`src/rtl/display_scan_ctrl.sv`:
```
// display_scan_ctrl
// Time-multiplexed scan controller for an 8-digit seven-segment display.
// Each enabled digit owns one slot of PRESCALE cycles. A slot starts with a
// blanking interval and continues with a PWM on-window sized by the latched
// brightness. Disabled digits are skipped. A frame tick marks each scan wrap.
// an/sseg/frame_tick are registered, so they show the state one cycle late.

module display_scan_ctrl #(
   parameter int PRESCALE = 100000,
   parameter int BLANK    = 1000
) (
   input  logic        clk,
   input  logic        rst_n,
   input  logic [63:0] seg_in,
   input  logic [7:0]  digit_en,
   input  logic [3:0]  bright,
   output logic [7:0]  an,
   output logic [7:0]  sseg,
   output logic [2:0]  digit_idx,
   output logic        frame_tick
);

   // Counter width also holds PRESCALE itself, which is the largest on-window end.
   localparam int CW   = $clog2(PRESCALE + 1);
   localparam int STEP = (PRESCALE - BLANK) / 16;

   localparam logic [CW-1:0] BLANK_C = CW'(BLANK);
   localparam logic [CW-1:0] STEP_C  = CW'(STEP);
   localparam logic [CW-1:0] LAST_C  = CW'(PRESCALE - 1);
   localparam logic [CW-1:0] ZERO_C  = CW'(0);
   localparam logic [CW-1:0] ONE_C   = CW'(1);

   logic [CW-1:0] slot_cnt_r;
   logic [2:0]    digit_idx_r;
   logic [3:0]    bright_q_r;
   logic [7:0]    an_r;
   logic [7:0]    sseg_r;
   logic          frame_tick_r;

   logic          at_wrap_s;
   logic [4:0]    bright_plus1_s;
   logic [CW-1:0] on_end_s;
   logic          on_s;
   logic          drive_s;
   logic [2:0]    next_idx_s;
   logic          tick_s;
   logic [7:0]    an_next_s;
   logic [7:0]    sseg_next_s;

   // Slot phase decode: blanking first, then a STEP*(bright_q+1) on-window.
   always_comb begin
      at_wrap_s      = (slot_cnt_r == LAST_C);
      bright_plus1_s = {1'b0, bright_q_r} + 5'd1;
      on_end_s       = BLANK_C + (STEP_C * CW'(bright_plus1_s));
      on_s           = (slot_cnt_r >= BLANK_C) && (slot_cnt_r < on_end_s);
      drive_s        = on_s && digit_en[digit_idx_r];
   end

   // Next enabled digit after the current one, wrapping; offset 8 is the current
   // digit itself. Descending search so the nearest enabled digit wins; with no
   // digit enabled the index simply holds.
   always_comb begin
      next_idx_s = digit_idx_r;
      for (int k = 8; k >= 1; k--) begin
         next_idx_s = digit_en[digit_idx_r + 3'(k)] ? (digit_idx_r + 3'(k)) : next_idx_s;
      end
      tick_s = at_wrap_s && (digit_en != 8'h00) && (next_idx_s <= digit_idx_r);
   end

   // Output pattern for the current cycle; seg_in is taken live.
   always_comb begin
      if (drive_s) begin
         an_next_s   = ~(8'h01 << digit_idx_r);
         sseg_next_s = seg_in[{digit_idx_r, 3'b000} +: 8];
      end else begin
         an_next_s   = 8'hFF;
         sseg_next_s = 8'hFF;
      end
   end

   // Slot counter, digit index and brightness latch; index/brightness move only at the wrap.
   always_ff @(posedge clk or negedge rst_n) begin
      if (!rst_n) begin
         slot_cnt_r  <= ZERO_C;
         digit_idx_r <= 3'd0;
         bright_q_r  <= 4'd0;
      end else if (at_wrap_s) begin
         slot_cnt_r  <= ZERO_C;
         digit_idx_r <= next_idx_s;
         bright_q_r  <= bright;
      end else begin
         slot_cnt_r  <= slot_cnt_r + ONE_C;
         digit_idx_r <= digit_idx_r;
         bright_q_r  <= bright_q_r;
      end
   end

   // Registered pin drive and frame tick.
   always_ff @(posedge clk or negedge rst_n) begin
      if (!rst_n) begin
         an_r         <= 8'hFF;
         sseg_r       <= 8'hFF;
         frame_tick_r <= 1'b0;
      end else begin
         an_r         <= an_next_s;
         sseg_r       <= sseg_next_s;
         frame_tick_r <= tick_s;
      end
   end

   assign an         = an_r;
   assign sseg       = sseg_r;
   assign digit_idx  = digit_idx_r;
   assign frame_tick = frame_tick_r;

endmodule

```
`config.mk`:
```
export PLATFORM = sky130hd
export DESIGN_NAME = display_scan_ctrl
export DESIGN_NICKNAME = d
export VERILOG_FILES = /design/src/rtl/display_scan_ctrl.sv
export SDC_FILE = /design/constraint.sdc
export NUM_CORES = 1
export LEC_CHECK = 0
export ABC_AREA = 1
export BUFFER_PORTS_ARGS = -buffer_cell sky130_fd_sc_hd__buf_2
export CORE_MARGIN = 3
export CORE_UTILIZATION = 50
export DETAILED_ROUTE_END_ITERATION = 16
export PLACE_DENSITY = 0.84
export SLEW_MARGIN = 20
export SYNTH_ARGS = -nofsm -noshare
export SYNTH_HDL_FRONTEND = slang
export SYNTH_SLANG_ARGS = --single-unit
```
`constraint.sdc`:
```
create_clock -name clk -period 6.1 [get_ports clk]
set_input_delay 0.305 -clock clk [delete_from_list [all_inputs] [get_ports clk]]
set_output_delay 0.305 -clock clk [all_outputs]
set_load 0.03 [all_outputs]
```
# [Word level (Yosys, flattened, before mapping)]
# Cells that the tools add are included.
[totals] input_bits=78 regBits=41 out_inout_bits=20
[op_classes] multipliers=1 shifts=2 n_reduce_logical=5 n_mux=26 order_cmp=11 n_addsub=10 bitwise_logic=1 n_eq_ne=1
[op_table] operator="$shiftx 64x7->8" count=1
[op_table] operator="$lt 3x4->1 const B" count=8
[op_table] operator="$bmux 1 s3" count=8
[op_table] operator="$mux 3" count=7
[op_table] operator="$add 10x17->17 const A" count=1
[op_table] operator="$add 17x1->17 const B" count=1
[op_table] operator="$eq 17x17->1 const B" count=1
[op_table] operator="$ge 17x10->1 const B" count=1
[op_table] operator="$lt 17x17->1" count=1
[op_table] operator="$mul 13x5->17 const A" count=1
[op_table] operator="$mux 17" count=1
[op_table] operator="$mux 8" count=2
[op_table] operator="$add 3x3->3 const B" count=4
[op_table] operator="$mux 1" count=8
[op_table] operator="$not 8->8" count=1
[op_table] operator="$reduce_bool 8->1" count=1
[op_table] operator="$shl 1x3->8 const A" count=1
[op_table] operator="$add 3x2->3 const B" count=2
[op_table] operator="$add 4x1->5 const B" count=1
[op_table] operator="$logic_and 1x1->1" count=4
[op_table] operator="$add 3x1->3 const B" count=1
[op_table] operator="$le 3x3->1" count=1

# [Longest topological paths before layout]
[depth] depth_word=12 mapped_depth=26 ltp_nobuf=25

# [Worst setup path before layout]
# Ideal clock, no wire load.
[synth_timing] path_kind="reg2reg" start="register bright_q_r[0]" end="register an_r[6], in the netlist an[6]" t_arrival_ps=4546 n_path_buf=1 period_less_slack_ps=4635 stages_incl_launch_ff=24 slack_ps=1465 path_cell_list="dfrtp_1 ha_1 nand2_1 nor2_1 inv_1 fa_1 inv_1 fa_1 ha_1 nand4_1 o211ai_1 a21oi_1 nor3_1 xor2_1 ha_1 nand2_1 inv_1 o21ai_0 nand2_1 a21oi_1 nand3_1 a21oi_2 buf_4 nand4_1"
[synth_between] elab_chain_cells=7
[synth_lines] item="start: declaration" line_no="35" source="logic [3:0] bright_q_r;"
[synth_lines] item="start signal: assignment" line_no="90" source="bright_q_r <= bright;"
[synth_lines] item="start signal: assignment" line_no="94" source="bright_q_r <= bright_q_r;"
[synth_lines] item="$add 4x1->5" line_no="53" source="bright_plus1_s = {1'b0, bright_q_r} + 5'd1;"
[synth_lines] item="$mul 13x5->17" line_no="54" source="on_end_s = BLANK_C + (STEP_C * CW'(bright_plus1_s));"
[synth_lines] item="$add 10x17->17" line_no="54"
[synth_lines] item="$lt 17x17->1" line_no="55" source="on_s = (slot_cnt_r >= BLANK_C) && (slot_cnt_r < on_end_s);"
[synth_lines] item="$logic_and 1x1->1" line_no="55"
[synth_lines] item="$logic_and 1x1->1" line_no="56" source="drive_s = on_s && digit_en[digit_idx_r];"
[synth_lines] item="$mux 8" line_no="72" source="if (drive_s) begin"
[synth_lines] item="named net an_next_s[6]" line_no="47" source="logic [7:0] an_next_s;"
[synth_lines] item="end signal: assignment" line_no="105" source="an_r <= an_next_s;"
[synth_lines] item="end: declaration" line_no="36" source="logic [7:0] an_r;"
# The timed path passes the listed nets, and every way through them passes these cells.
# A chain may end at the register's enable or synchronous reset.

# [Worst setup path in the final report]
[layout_timing] start="register bright_q_r[0]" end="register sseg_r[6], in the netlist sseg[6]"
[layout_between] elab_chain_cells=7
[layout_lines] item="$add 4x1->5" line_no="53"
[layout_lines] item="$mul 13x5->17" line_no="54"
[layout_lines] item="$add 10x17->17" line_no="54"
[layout_lines] item="$lt 17x17->1" line_no="55"
[layout_lines] item="$logic_and 1x1->1" line_no="55"
[layout_lines] item="$logic_and 1x1->1" line_no="56"
[layout_lines] item="$mux 8" line_no="72"
[layout_lines] item="named net sseg_next_s[6]" line_no="48" source="logic [7:0] sseg_next_s;"
[layout_lines] item="end signal: assignment" line_no="106" source="sseg_r <= sseg_next_s;"
[layout_lines] item="end: declaration" line_no="37" source="logic [7:0] sseg_r;"
# The timed path passes the listed nets, and every way through them passes these cells.

==> results.json <==
{
  "fin_crit_sh": 0.897,
  "synth_cells": 595,
  "p_sw_frac": 0.268,
  "synth.cell_area_um2": 4310,
  "required_ps": 6300,
  "cts_tree": "done",
  "drtAntennaViolNets": 0,
  "p_int_mw": 0.387,
  "seq_area_frac_synth": 0.243,
  "power.switching_mw": 0.142,
  "grt_pass1_vias": 4315,
  "antenna_found_initial": 0,
  "syn_area_per_cell_um2": 7.24,
  "routedWlPerCell_um": 14.6,
  "grt_start_max_net_pins": 45,
  "num_rows": 33,
  "fin_nets": 828,
  "p_leak_nw": 2.68,
  "start_kind": "flip-flop",
  "clk_pin_slew_worst_paths_ps": 90,
  "power.share.clock": 0.375,
  "die_y_um": 98.8,
  "drc": 0,
  "final_util": 0.596,
  "grt_pass1_wl_um": 19300,
  "finalWorstSetupSlack_ps": 628,
  "setup_viol": 0,
  "fp.coreArea_um2": 8300,
  "cp_data_arrival_time_ps": 5670,
  "fin_hold_ws_ps": 115,
  "cts.sinks": 41,
  "synthTopCellsByCount": "nand2_1 (102), inv_1 (73), nor2_1 (69)",
  "first_pass_iters": 6,
  "ioPinCount": 98,
  "start_util": 0.519,
  "synth-main-ff-cell": "dfrtp_1",
  "finalHoldViolCount": 0,
  "yosysUniqueCellTypes": 45,
  "via_per_inst": 5.58,
  "end_kind": "flip-flop",
  "final-max-slew-violation-count": 0,
  "hp-class": "input pin to async pin",
  "area_growth_syn_to_layout_pct": 14.7,
  "worst-slew-pin-transition_ps": 879,
  "n_antenna_cell": 0,
  "cts_resized": 0,
  "grt-ovfl-total": 0,
  "fmax_mhz": 183,
  "clk_latency_ps": 300,
  "globalplace.congestion": 0.908,
  "drt_iter0_drc": 261,
  "htreeDepth": 2,
  "worst-setup-path-type": "flip-flop to flip-flop",
  "rsz0062_at_grt": "no",
  "yosysTopAreaCellShare": 0.168,
  "worstPathMaxFanout": 16,
  "ir_worst_vdd_mv": 0.0840,
  "clock_path_buffers": 2,
  "synth_seq_cells": 41,
  "synth.most_common_cell": "nand2_1",
  "grt_usage": 0.235,
  "min_period_ps": 5470,
  "portBuffers": 97,
  "drive_above_1_share": 0.218,
  "max-slew-margin-rel": 0.414,
  "post_cts_buffers": 0,
  "root_buffer": "clkbuf_8",
  "drv_cap": 0,
  "die_area_um2": 9770,
  "seq_power_share": 0.515,
  "worst_r2r_path_depth": 22,
  "async_reset_ff_frac": 1.00,
  "totalWireLength_um": 11600,
  "place_ws_ps": 669,
  "comb_power_share": 0.110,
  "cts_inserted_buffers": 5,
  "cts_hold_buf": 0,
  "final.setup.tns_ps": 0,
  "hpwl_um": 9150,
  "yosysTopAreaCell": "ha_1",
  "synth_edf_count": 0,
  "yosysWarnings": 0,
  "die_width_um": 98.8,
  "status": "finished clean",
  "fin_skew_ps": 8.45,
  "ys_top_cells_by_area": "ha_1 (17%), dfrtp_1 (15%), dfstp_2 (9.8%), nand2_1 (8.9%), nand3_1 (7.7%)",
  "powerDensity_nw_per_um2": 107,
  "route.vias.total": 4423,
  "syn_nets": 737
}
layer usage:
layer | global-route usage | wire (µm) | vias to the layer above
met5 | 0 | 0 | -
met4 | 0.0819 | 282 | 0
met3 | 0.0156 | 576 | 21
met2 | 0.424 | 6020 | 159
met1 | 0.295 | 4680 | 2063
li1 | - | - | 2180
cells by family after synthesis:
| kind of cell | share of synthesized area |
|---|---|
| adder cells (fa/ha/maj) | 0.196 |
| AO/OA/AOI/OAI | 0.130 |
| flip-flops | 0.243 |
| buffers and inverters | 0.0926 |
| XOR/XNOR | 0.0366 |
| AND/OR/NAND/NOR | 0.301 |
layout by cell type (no fill, tap or decap), drive strengths merged, types with 2 or more instances in the layout:
master | synthesis | routed
o21ai | 32 | 32
nand2 | 107 | 107
nand3 | 72 | 72
xnor2 | 5 | 5
a21oi | 29 | 29
xor2 | 13 | 13
buf | 8 | 98
inv | 82 | 85
ha | 58 | 58
dfrtp | 25 | 25
nor4 | 8 | 8
fa | 6 | 6
dfstp | 16 | 16
o21bai | 3 | 3
nor2 | 71 | 71
o22ai | 6 | 6
a211oi | 5 | 5
o221a | 2 | 2
o32ai | 6 | 6
nor3b | 2 | 2
clkbuf | 6 | 5
nor3 | 9 | 9
nand4 | 12 | 12
o211ai | 2 | 2
registers in the layout, indices dropped and copies added, names as in the netlist:
name        cells
slot_cnt_r     17
an              8
sseg            8
bright_q_r      4
digit_idx       3
frame_tick      1
power groups by stage:
stage	registers, mW	clock network [mW]	logic (mW)
6_report	0.272	0.198	0.0579
5_1_grt	0.272	0.208	0.0661
4_1_cts	0.272	0.200	0.0579
3_5_place_dp	0.277	0	0.0577
3_3_place_gp	0.277	0	0.0561
2_1_floorplan	0.277	0	0.0233
final timing paths:
check | slack [ps] | endpoint | from
setup / recovery | 630 | sseg[6] | bright_q_r[0]
min in group clk | 210 | bright_q_r[2] | bright[2]
hold / removal | 120 | slot_cnt_r[0] | rst_n
max in group asynchronous | 5430 | digit_idx[2] | rst_n
hold reg to reg | 540 | slot_cnt_r[0] | slot_cnt_r[0]
setup reg to reg | 630 | sseg[6] | bright_q_r[0]
final cells by class:
cell class,count,area (µm²)
clock buffer,5,68.8
clock inverter,3,28.8
fill,749,3360
inverter,83,312
multi-input combinational,457,2860
sequential,41,1050
tap,105,131
timing repair buffer,98,493
critical path: stages, from the launching register on:
cell and delay, ps:
dfrtp_1 500, ha_1 240, nand2_1 60, nor2_1 400, inv_1 300, fa_1 590, inv_1 50, fa_1 470
ha_1 380, nand4_1 150, o211ai_1 160, a21oi_1 140, nor3_1 190, xor2_1 210, ha_1 280, nand2_1 60
inv_1 30, o21ai_0 150, nand2_1 70, a21oi_1 130, nand3_1 120, a21oi_2 520, o211ai_1 170
through the flow:
| step | power, mW | std cells | area, µm² |
|---|---|---|---|
| after global placement | 0.333 | 784 | 4840 |
| after CTS | 0.530 | 792 | 4940 |
| after detailed placement | 0.335 | 784 | 4840 |
| after floorplan | 0.300 | 595 | 4310 |
| final | 0.529 | 792 | 4940 |
| after global routing | 0.547 | 792 | 4940 |
Power figures use the tool's default switching activity.
